## src/rtl/i2c_pkg.sv

```systemverilog
// Shared I2C definitions used by the line phy, the frame decoder and the byte-level overwrite logic.
// Contents: frame decoder state encoding, ACK/NACK bit levels, byte width, R/W bit polarity.
// No ports; import with i2c_pkg::*.
package i2c_pkg;

    typedef enum logic [1:0] {
        IDLE   = 2'd0,
        BITS   = 2'd1,
        ACKBIT = 2'd2
    } i2c_state_e;

    localparam logic I2C_ACK       = 1'b0;
    localparam logic I2C_NACK      = 1'b1;
    localparam int   BITS_PER_BYTE = 8;
    localparam logic I2C_RW_READ   = 1'b1;

endpackage

```

## src/rtl/i2c_frame_decoder.sv

```systemverilog
// Turns phy start/stop/data strobes plus SDA into bytes, with address/R-W decode and frame pulses.
// Ports: clk/rst (async, active-high); start/stop/data strobes and sda in; byte_* byte report,
//        rw/addr_match frame info, frame_active level, frame_done/frame_err pulses out. No back-pressure.
module i2c_frame_decoder
    import i2c_pkg::*;
#(
    parameter logic [6:0] OWN_ADDR = 7'h50,
    parameter int         IDX_W    = 4
) (
    input  logic             clk,
    input  logic             rst,
    input  logic             start,
    input  logic             stop,
    input  logic             data,
    input  logic             sda,
    output logic             byte_valid,
    output logic [7:0]       byte_data,
    output logic             byte_is_addr,
    output logic             byte_ack,
    output logic [IDX_W-1:0] byte_index,
    output logic             rw,
    output logic             addr_match,
    output logic             frame_active,
    output logic             frame_done,
    output logic             frame_err
);

    localparam logic [2:0] LAST_BIT = 3'(BITS_PER_BYTE - 1);

    i2c_state_e       state_q, state_d;
    logic [2:0]       bit_cnt_q, bit_cnt_d;
    logic [7:0]       shift_q, shift_d;
    logic             first_q, first_d;
    logic             byte_valid_q, byte_valid_d;
    logic [7:0]       byte_data_q, byte_data_d;
    logic             byte_is_addr_q, byte_is_addr_d;
    logic             byte_ack_q, byte_ack_d;
    logic [IDX_W-1:0] idx_q, idx_d;
    logic             rw_q, rw_d;
    logic             match_q, match_d;
    logic             done_q, done_d;
    logic             err_q, err_d;

    logic             off_boundary;

    // A frame that ends anywhere other than the first data bit of a slot is truncated.
    assign off_boundary = (state_q == ACKBIT) || (bit_cnt_q != 3'd0);

    always_ff @(posedge clk or posedge rst) begin
        if (rst) begin
            state_q        <= IDLE;
            bit_cnt_q      <= 3'd0;
            shift_q        <= 8'd0;
            first_q        <= 1'b0;
            byte_valid_q   <= 1'b0;
            byte_data_q    <= 8'd0;
            byte_is_addr_q <= 1'b0;
            byte_ack_q     <= 1'b0;
            idx_q          <= '0;
            rw_q           <= 1'b0;
            match_q        <= 1'b0;
            done_q         <= 1'b0;
            err_q          <= 1'b0;
        end else begin
            state_q        <= state_d;
            bit_cnt_q      <= bit_cnt_d;
            shift_q        <= shift_d;
            first_q        <= first_d;
            byte_valid_q   <= byte_valid_d;
            byte_data_q    <= byte_data_d;
            byte_is_addr_q <= byte_is_addr_d;
            byte_ack_q     <= byte_ack_d;
            idx_q          <= idx_d;
            rw_q           <= rw_d;
            match_q        <= match_d;
            done_q         <= done_d;
            err_q          <= err_d;
        end
    end

    always_comb begin
        state_d        = state_q;
        bit_cnt_d      = bit_cnt_q;
        shift_d        = shift_q;
        first_d        = first_q;
        byte_valid_d   = 1'b0;
        byte_data_d    = byte_data_q;
        byte_is_addr_d = byte_is_addr_q;
        byte_ack_d     = byte_ack_q;
        idx_d          = idx_q;
        rw_d           = rw_q;
        match_d        = match_q;
        done_d         = 1'b0;
        err_d          = 1'b0;

        // The index advances the cycle after the byte pulse so the pulse reports the completed byte.
        if (byte_valid_q && (idx_q != {IDX_W{1'b1}})) begin
            idx_d = idx_q + 1'b1;
        end

        // start beats stop beats data; lower-priority strobes in the same cycle are dropped.
        if (start) begin
            if (state_q != IDLE) begin
                done_d = 1'b1;
                err_d  = off_boundary;
            end
            state_d   = BITS;
            bit_cnt_d = 3'd0;
            first_d   = 1'b1;
            idx_d     = '0;
        end else if (stop) begin
            if (state_q != IDLE) begin
                state_d = IDLE;
                done_d  = 1'b1;
                err_d   = off_boundary;
            end
        end else if (data) begin
            unique case (state_q)
                BITS: begin
                    shift_d = {shift_q[6:0], sda};
                    if (bit_cnt_q == LAST_BIT) begin
                        bit_cnt_d = 3'd0;
                        state_d   = ACKBIT;
                    end else begin
                        bit_cnt_d = bit_cnt_q + 3'd1;
                    end
                end
                ACKBIT: begin
                    byte_valid_d   = 1'b1;
                    byte_data_d    = shift_q;
                    byte_ack_d     = sda;
                    byte_is_addr_d = first_q;
                    // rw/addr_match change only on an address byte, so a repeated START keeps
                    // reporting the previous frame until the new address is in.
                    if (first_q) begin
                        rw_d    = shift_q[0];
                        match_d = (shift_q[7:1] == OWN_ADDR);
                    end
                    first_d   = 1'b0;
                    bit_cnt_d = 3'd0;
                    state_d   = BITS;
                end
                default: begin
                end
            endcase
        end
    end

    assign byte_valid   = byte_valid_q;
    assign byte_data    = byte_data_q;
    assign byte_is_addr = byte_is_addr_q;
    assign byte_ack     = byte_ack_q;
    assign byte_index   = idx_q;
    assign rw           = rw_q;
    assign addr_match   = match_q;
    assign frame_active = (state_q != IDLE);
    assign frame_done   = done_q;
    assign frame_err    = err_q;

endmodule
```

## config.mk

```make
export PLATFORM = sky130hd
export DESIGN_NAME = i2c_frame_decoder
export DESIGN_NICKNAME = d
export VERILOG_FILES = /design/src/rtl/i2c_pkg.sv /design/src/rtl/i2c_frame_decoder.sv
export SDC_FILE = /design/constraint.sdc
export NUM_CORES = 1
export LEC_CHECK = 0
export BUFFER_PORTS_ARGS = -buffer_cell sky130_fd_sc_hd__buf_2
export CAP_MARGIN = 20
export CELL_PAD_IN_SITES_DETAIL_PLACEMENT = 1
export CELL_PAD_IN_SITES_GLOBAL_PLACEMENT = 1
export CORE_MARGIN = 3
export CORE_UTILIZATION = 40
export DETAILED_ROUTE_END_ITERATION = 16
export PLACE_DENSITY_LB_ADDON = 0.1
export SLEW_MARGIN = 20
export SYNTH_ARGS = -nofsm -noshare
export SYNTH_HDL_FRONTEND = slang
export SYNTH_SLANG_ARGS = --single-unit
```

## constraint.sdc

```tcl
create_clock -name clk -period 1.7 [get_ports clk]
set_input_delay 0.425 -clock clk [delete_from_list [all_inputs] [get_ports clk]]
set_output_delay 0.425 -clock clk [all_outputs]
set_load 0.02 [all_outputs]
```

Yosys cells after proc, flatten, opt, wreduce, memory -nomap -nowiden
Index checks and enable logic that the tools add are counted.
Word-level totals
  output and inout port bits: 20
  register bits after elaboration: 33
  input bits: 6
Cells by class
  add/sub/neg operators: 2
  mux-type cells: 27
  reductions and logical operators: 16
  bitwise logic cells: 2
  equality and inequality tests: 8
Operators with widths (number)
  $mux W1: 14
  $mux W3: 4
  $reduce_and A4 Y1: 3
  $mux W2: 5
  $reduce_bool A3 Y1: 3
  $mux W4: 2
  $ne A4 B4 Y1 const B: 2
  $reduce_bool A2 Y1: 4
  $eq A7 B7 Y1 const B: 1
  $pmux W3 S2: 1
  $reduce_and A3 Y1: 2
  $reduce_and A5 Y1: 1
  $add A4 B1 Y4 const B: 1
  $pmux W2 S2: 1
  $reduce_bool A4 Y1: 1
  $add A3 B1 Y3 const B: 1
  $eq A3 B3 Y1 const B: 1
  $ne A3 B2 Y1 const B: 1
  $eq A2 B1 Y1 const B: 1
  $eq A2 B2 Y1 const B: 1
  $ne A2 B2 Y1 const B: 1
  $not A1 Y1: 2
  $logic_and A1 B1 Y1: 1
  $logic_or A1 B1 Y1: 1

Longest topological paths before layout
  depth after elaboration: 6
  mapped depth: 5

Worst setup path after synthesis
OpenSTA, ideal clock, no wires.
  path type: flip-flop to flip-flop
  from: register state_q[1]
  to: register shift_q[0]
  cell stages (with the launch flop): 6
  path buffers: 1
  clock period less this slack: 1.453 ns
  slack: 0.247 ns
  data arrival time: 1.328 ns
  path through: dfrtp_1 > inv_1 > ha_1 > and3_1 > buf_6 > mux2_4
Between the ends
  longest elaborated chain between the ends: 2
RTL lines
  from (decl): line i2c_frame_decoder.sv:30  | i2c_state_e state_q, state_d;
  from (signal assigned): line i2c_frame_decoder.sv:65  | state_q <= state_d;
  $eq A2 B1 Y1: line i2c_frame_decoder.sv:118  | unique case (state_q)
  $reduce_and A4 Y1 (no line)
  to (signal assigned): line i2c_frame_decoder.sv:67  | shift_q <= shift_d;
  to (decl): line i2c_frame_decoder.sv:32  | logic [7:0] shift_q, shift_d;
Every way passes these cells.
A chain may end at the register's enable or synchronous reset.

Worst setup path in the final report
  from: register state_q[1]
  to: output port frame_active
Between the ends
  longest elaborated chain between the ends: 1
RTL lines
  $reduce_bool A2 Y1: line i2c_frame_decoder.sv:156  | assign frame_active = (state_q != IDLE);
  to (decl): line i2c_frame_decoder.sv:23  | output logic frame_active,
Every way passes these cells.

==> implementation parameters <==
Parameter                              Value

Run status
  Outcome ... finished clean

Setup path
  Start-to-end type of the worst setup path ... flop to output port
  Critical path capture point type ... output port
  R2R depth ... 5
  Largest incremental delay on the critical path ... 0.43 ns
  Reg2reg start ... state_q[0]
  Req. time, crit path ... 1.27 ns
  Critical path cell sequence ... inv_1 > ha_2 > inv_1 > buf_2
  Slack of the worst reg-to-reg path ... 0.18 ns
  Worst path most repeated cell ... sky130_fd_sc_hd__inv_1
  Critical path's slowest cell ... sky130_fd_sc_hd__dfrtp_1
  Data arrival at the endpoint of the critical path ... 1.19 ns
  Largest fanout on the critical path ... 5
  Reg-to-Reg End ... byte_data[4]
  Nature of the critical path startpoint ... flop

Logic synthesis
  Xor-xnor portion of the synthesized cell area ... 0%
  Top-area cell type share of the netlist area ... 53.53%
  Main combinational cell family by area after synthesis ... multiplexers
  Average cell area after synthesis ... 12.75 µm²
  Post-Synthesis Net Count ... 135
  Mux share of post-synthesis cell area ... 18.57%
  Fraction of the mapped netlist area in simple logic gates ... 13.06%
  Share of synthesized cell area in full adder, half adder and majority cells ... 6.488%
  Largest area contributor in the synthesized netlist ... sky130_fd_sc_hd__dfrtp_1
  Mapped Cells ... 121
  Portion of the post-synthesis area used by sequential elements ... 53.53%
  Post-synth cell types ... 31
  Synthesized cell area ... 0.001543 mm²
  Number of synthesized register bits ... 33
  Synth area leaders ... sky130_fd_sc_hd__dfrtp_1 54%, sky130_fd_sc_hd__mux2_1 8.8%, sky130_fd_sc_hd__mux2_4 7.8%, sky130_fd_sc_hd__ha_1 6.5%, sky130_fd_sc_hd__nand2b_1 2.0%
  Compound-cell area share of the yosys netlist ... 4.947%
  Synthesis Warnings ... 0

Drt
  Routed length per placed instance ... 15.55 µm
  Routed via count divided by cell count ... 5.063
  Drt pass-1 iters ... 4
  Routed wire length ... 3187 µm
  Number of design-rule violations left by the first detailed-router iteration ... 27
  Remaining DRCs ... 0
  Via count ... 1038
  Post-DRT Antenna Nets ... 0

Layout
  Final standard cell area without fillers ... 0.001899 mm²
  Fin nets ... 172
  Layout filler cell count ... 390
  Proportion of layout cells with a drive suffix above 1 ... 33.96%
  Area growth from synthesis to final layout ... 23.11%
  Antenna diodes ... 0
  Total area of multi-input combinational cells ... 666.9 µm²
  Area taken by flip-flops and latches ... 827.0 µm²

Power
  Cell leakage power ... 0.9856 nW
  Power Density ... 1066 mW/mm²
  Internal power ... 0.001521 W
  Sequential cell fraction of total power ... 48.2%
  Worst vdd rail ir drop ... 0.4681 mV
  Switching part of the total ... 24.89%
  Part of the power in the clock network ... 37.2%
  Switching power summed over all nets ... 0.0005040 W
  Relative contribution of combinational cells to total power ... 14.6%

CTS
  Inserted Clock Buffers ... 5
  Max H-tree Level ... 2
  Maximum count of clock buffers along a single path ... 2
  CTS tree ... done
  Root buffer cell ... sky130_fd_sc_hd__clkbuf_8
  Clk_lat worst skew ... 0.28 ns
  Worst-path clk slew ... 0.07 ns
  Post CTS Setup Buffer Count ... 0
  Clk sinks ... 33

Global route
  Largest net degree at the start of global routing ... 34
  Initial antenna violation count ... 0
  Congestion Overflow GR ... 0
  Global-route wire length before repair ... 5402 µm
  Vias in the first global route ... 1128
  Tot GR Track Use ... 16.04%

STA
  Setup-violating endpoint count in the final report ... 0
  Max-slew violations ... 0
  Worst rel slew slack ... 72.66%
  Minimum clock period ... 1.619 ns
  Final hold violations ... 0
  Slack of the critical path ... 0.08123 ns
  Final worst clock skew ... 0.006354 ns
  Final Cycle Share ... 95.22%
  Worst-margin pin slew ... 0.4101 ns
  Achievable frequency ... 617.8 MHz

Floorplan
  Die Wd ... 68.11 µm
  I/O pins ... 26
  Height of the chip ... 68.11 µm
  Die area ... 0.004638 mm²
  Initial core utilization ... 43.82%
  Placeable Area ... 0.003521 mm²
  Rows ... 21

Placement
  Placed standard-cell area ... 0.001775 mm²
  Number of buffers added on ports ... 25
  Setup Slack @ Placement ... 0.05472 ns
  Routability-driven placement congestion ratio ... 0.7330
  Detailed Place HPWL ... 2260 µm

Worst hold path
  Type of the worst min-delay path ... input pin to asynchronous set/reset pin

Run
  Max-cap check violation count ... 0
[stage by stage]
step / instances / TNS, ns / hold WS (ns) / utilization (%) / power (W)
CTS: 205 / 0 / 0.2357 / 53.84 / 0.002056
global placement: 197 / 0 / 0.4661 / 50.43 / 0.001271
detailed placement: 197 / 0 / 0.4714 / 50.43 / 0.001285
global route: 205 / -0.003017 / 0.2519 / 53.94 / 0.002144
floorplan: 121 / 0 / 0.4684 / - / 0.001174
finish: 205 / 0 / 0.2271 / 53.94 / 0.002025
[Yosys cell counts]
cell,number
sky130_fd_sc_hd__dfrtp_1,33
sky130_fd_sc_hd__mux2_1,12
sky130_fd_sc_hd__ha_1,8
sky130_fd_sc_hd__inv_1,8
sky130_fd_sc_hd__mux2_4,8
sky130_fd_sc_hd__nor2_1,8
sky130_fd_sc_hd__nand2b_1,5
sky130_fd_sc_hd__a21oi_1,4
sky130_fd_sc_hd__and3_1,3
sky130_fd_sc_hd__nand4b_1,3
sky130_fd_sc_hd__a31oi_1,2
sky130_fd_sc_hd__mux2i_1,2
sky130_fd_sc_hd__nand2_1,2
sky130_fd_sc_hd__nand3b_1,2
sky130_fd_sc_hd__nand4_1,2
sky130_fd_sc_hd__nor2b_1,2
sky130_fd_sc_hd__nor3_1,2
sky130_fd_sc_hd__o21ai_0,2
sky130_fd_sc_hd__a211oi_1,1
sky130_fd_sc_hd__a21o_1,1
sky130_fd_sc_hd__and2b_1,1
sky130_fd_sc_hd__and4_1,1
sky130_fd_sc_hd__buf_4,1
sky130_fd_sc_hd__buf_6,1
sky130_fd_sc_hd__clkbuf_1,1
sky130_fd_sc_hd__mux2_2,1
sky130_fd_sc_hd__nor3b_2,1
sky130_fd_sc_hd__nor4b_1,1
sky130_fd_sc_hd__o21ai_1,1
sky130_fd_sc_hd__o22ai_1,1
sky130_fd_sc_hd__o31ai_1,1
[power groups by stage]
stage	combinational (W)	sequential [W]	clock [W]
global route	0.000327	0.000995	0.000823
CTS	0.000299	0.000974	0.000782
finish	0.000295	0.000976	0.000754
detailed placement	0.000296	0.000989	0
floorplan	0.000197	0.000977	0
global placement	0.000288	0.000983	0
[worst max path at each step]
| stage | endpoint | slack [ns] | cells after the start | from |
|---|---|---|---|---|
| floorplan | shift_q[0] | 0.25 | 5 | state_q[1] |
| global placement | byte_data[0] | 0.11 | 5 | stop |
| detailed placement | byte_is_addr | 0.05 | 5 | stop |
| CTS | frame_active | 0.002 | 4 | state_q[0] |
| global route | frame_active | -0.003 | 4 | state_q[1] |
| finish | frame_active | 0.08 | 4 | state_q[1] |
[sequential cells by signal (all words and copies together) (netlist names), 2 cells and up]
name / cells
byte_data: 8
byte_index: 4
bit_cnt_q: 3
shift_q: 8
state_q: 2
[cell families after synthesis]
logic type,after synthesis
adder cells (fa/ha/maj),8
buffers and inverters,11
multiplexers,23
flip-flops,33
AND/OR/NAND/NOR,33
AO/OA/AOI/OAI,13
[area by class of cell]
type                            count  area share [%]
Tap cell                           46           3.030
Sequential cell                    33           43.54
Inverter                            8           1.581
Clock inverter                      2           1.976
Clock buffer                        6           4.348
Multi-Input combinational cell     77           35.11
Timing Repair Buffer               33           10.41
[per-layer routing]
metal / up-vias / wire [µm] / global-route usage (%)
met4: 0 / 62 / 7.940
li1: 499 / - / -
met5: - / 0 / 0
met1: 511 / 1501 / 19.63
met2: 22 / 1488 / 25.87
met3: 6 / 135 / 4.433
[layout by cell type (no fill, tap or decap), types with 2 or more instances in the layout]
| cell type | count |
|---|---|
| sky130_fd_sc_hd__nor2b_1 | 2 |
| sky130_fd_sc_hd__nand4_1 | 2 |
| sky130_fd_sc_hd__nand4b_1 | 3 |
| sky130_fd_sc_hd__nand3b_1 | 2 |
| sky130_fd_sc_hd__inv_1 | 7 |
| sky130_fd_sc_hd__mux2_1 | 12 |
| sky130_fd_sc_hd__buf_4 | 7 |
| sky130_fd_sc_hd__o21ai_0 | 2 |
| sky130_fd_sc_hd__nand2b_1 | 5 |
| sky130_fd_sc_hd__nor3_1 | 2 |
| sky130_fd_sc_hd__mux2i_1 | 2 |
| sky130_fd_sc_hd__mux2_4 | 8 |
| sky130_fd_sc_hd__buf_2 | 25 |
| sky130_fd_sc_hd__dfrtp_1 | 32 |
| sky130_fd_sc_hd__clkbuf_8 | 6 |
| sky130_fd_sc_hd__a21oi_1 | 4 |
| sky130_fd_sc_hd__nor2_1 | 8 |
| sky130_fd_sc_hd__nand2_1 | 2 |
| sky130_fd_sc_hd__ha_1 | 7 |
| sky130_fd_sc_hd__a31oi_1 | 2 |
| sky130_fd_sc_hd__and3_1 | 3 |
[what timing repair did]
action | CTS | global route
hold buffers | 0 | 0
setup endpoints to repair | 0 | 1
resized for setup | 0 | 3
[critical path: cells and delay by family (launching register included)]
family,cells,cell delay [ns]
flip-flops,1,0.43
buffers and inverters,3,0.29
adder cells (fa/ha/maj),1,0.19
(Power assumes the default switching activity.)
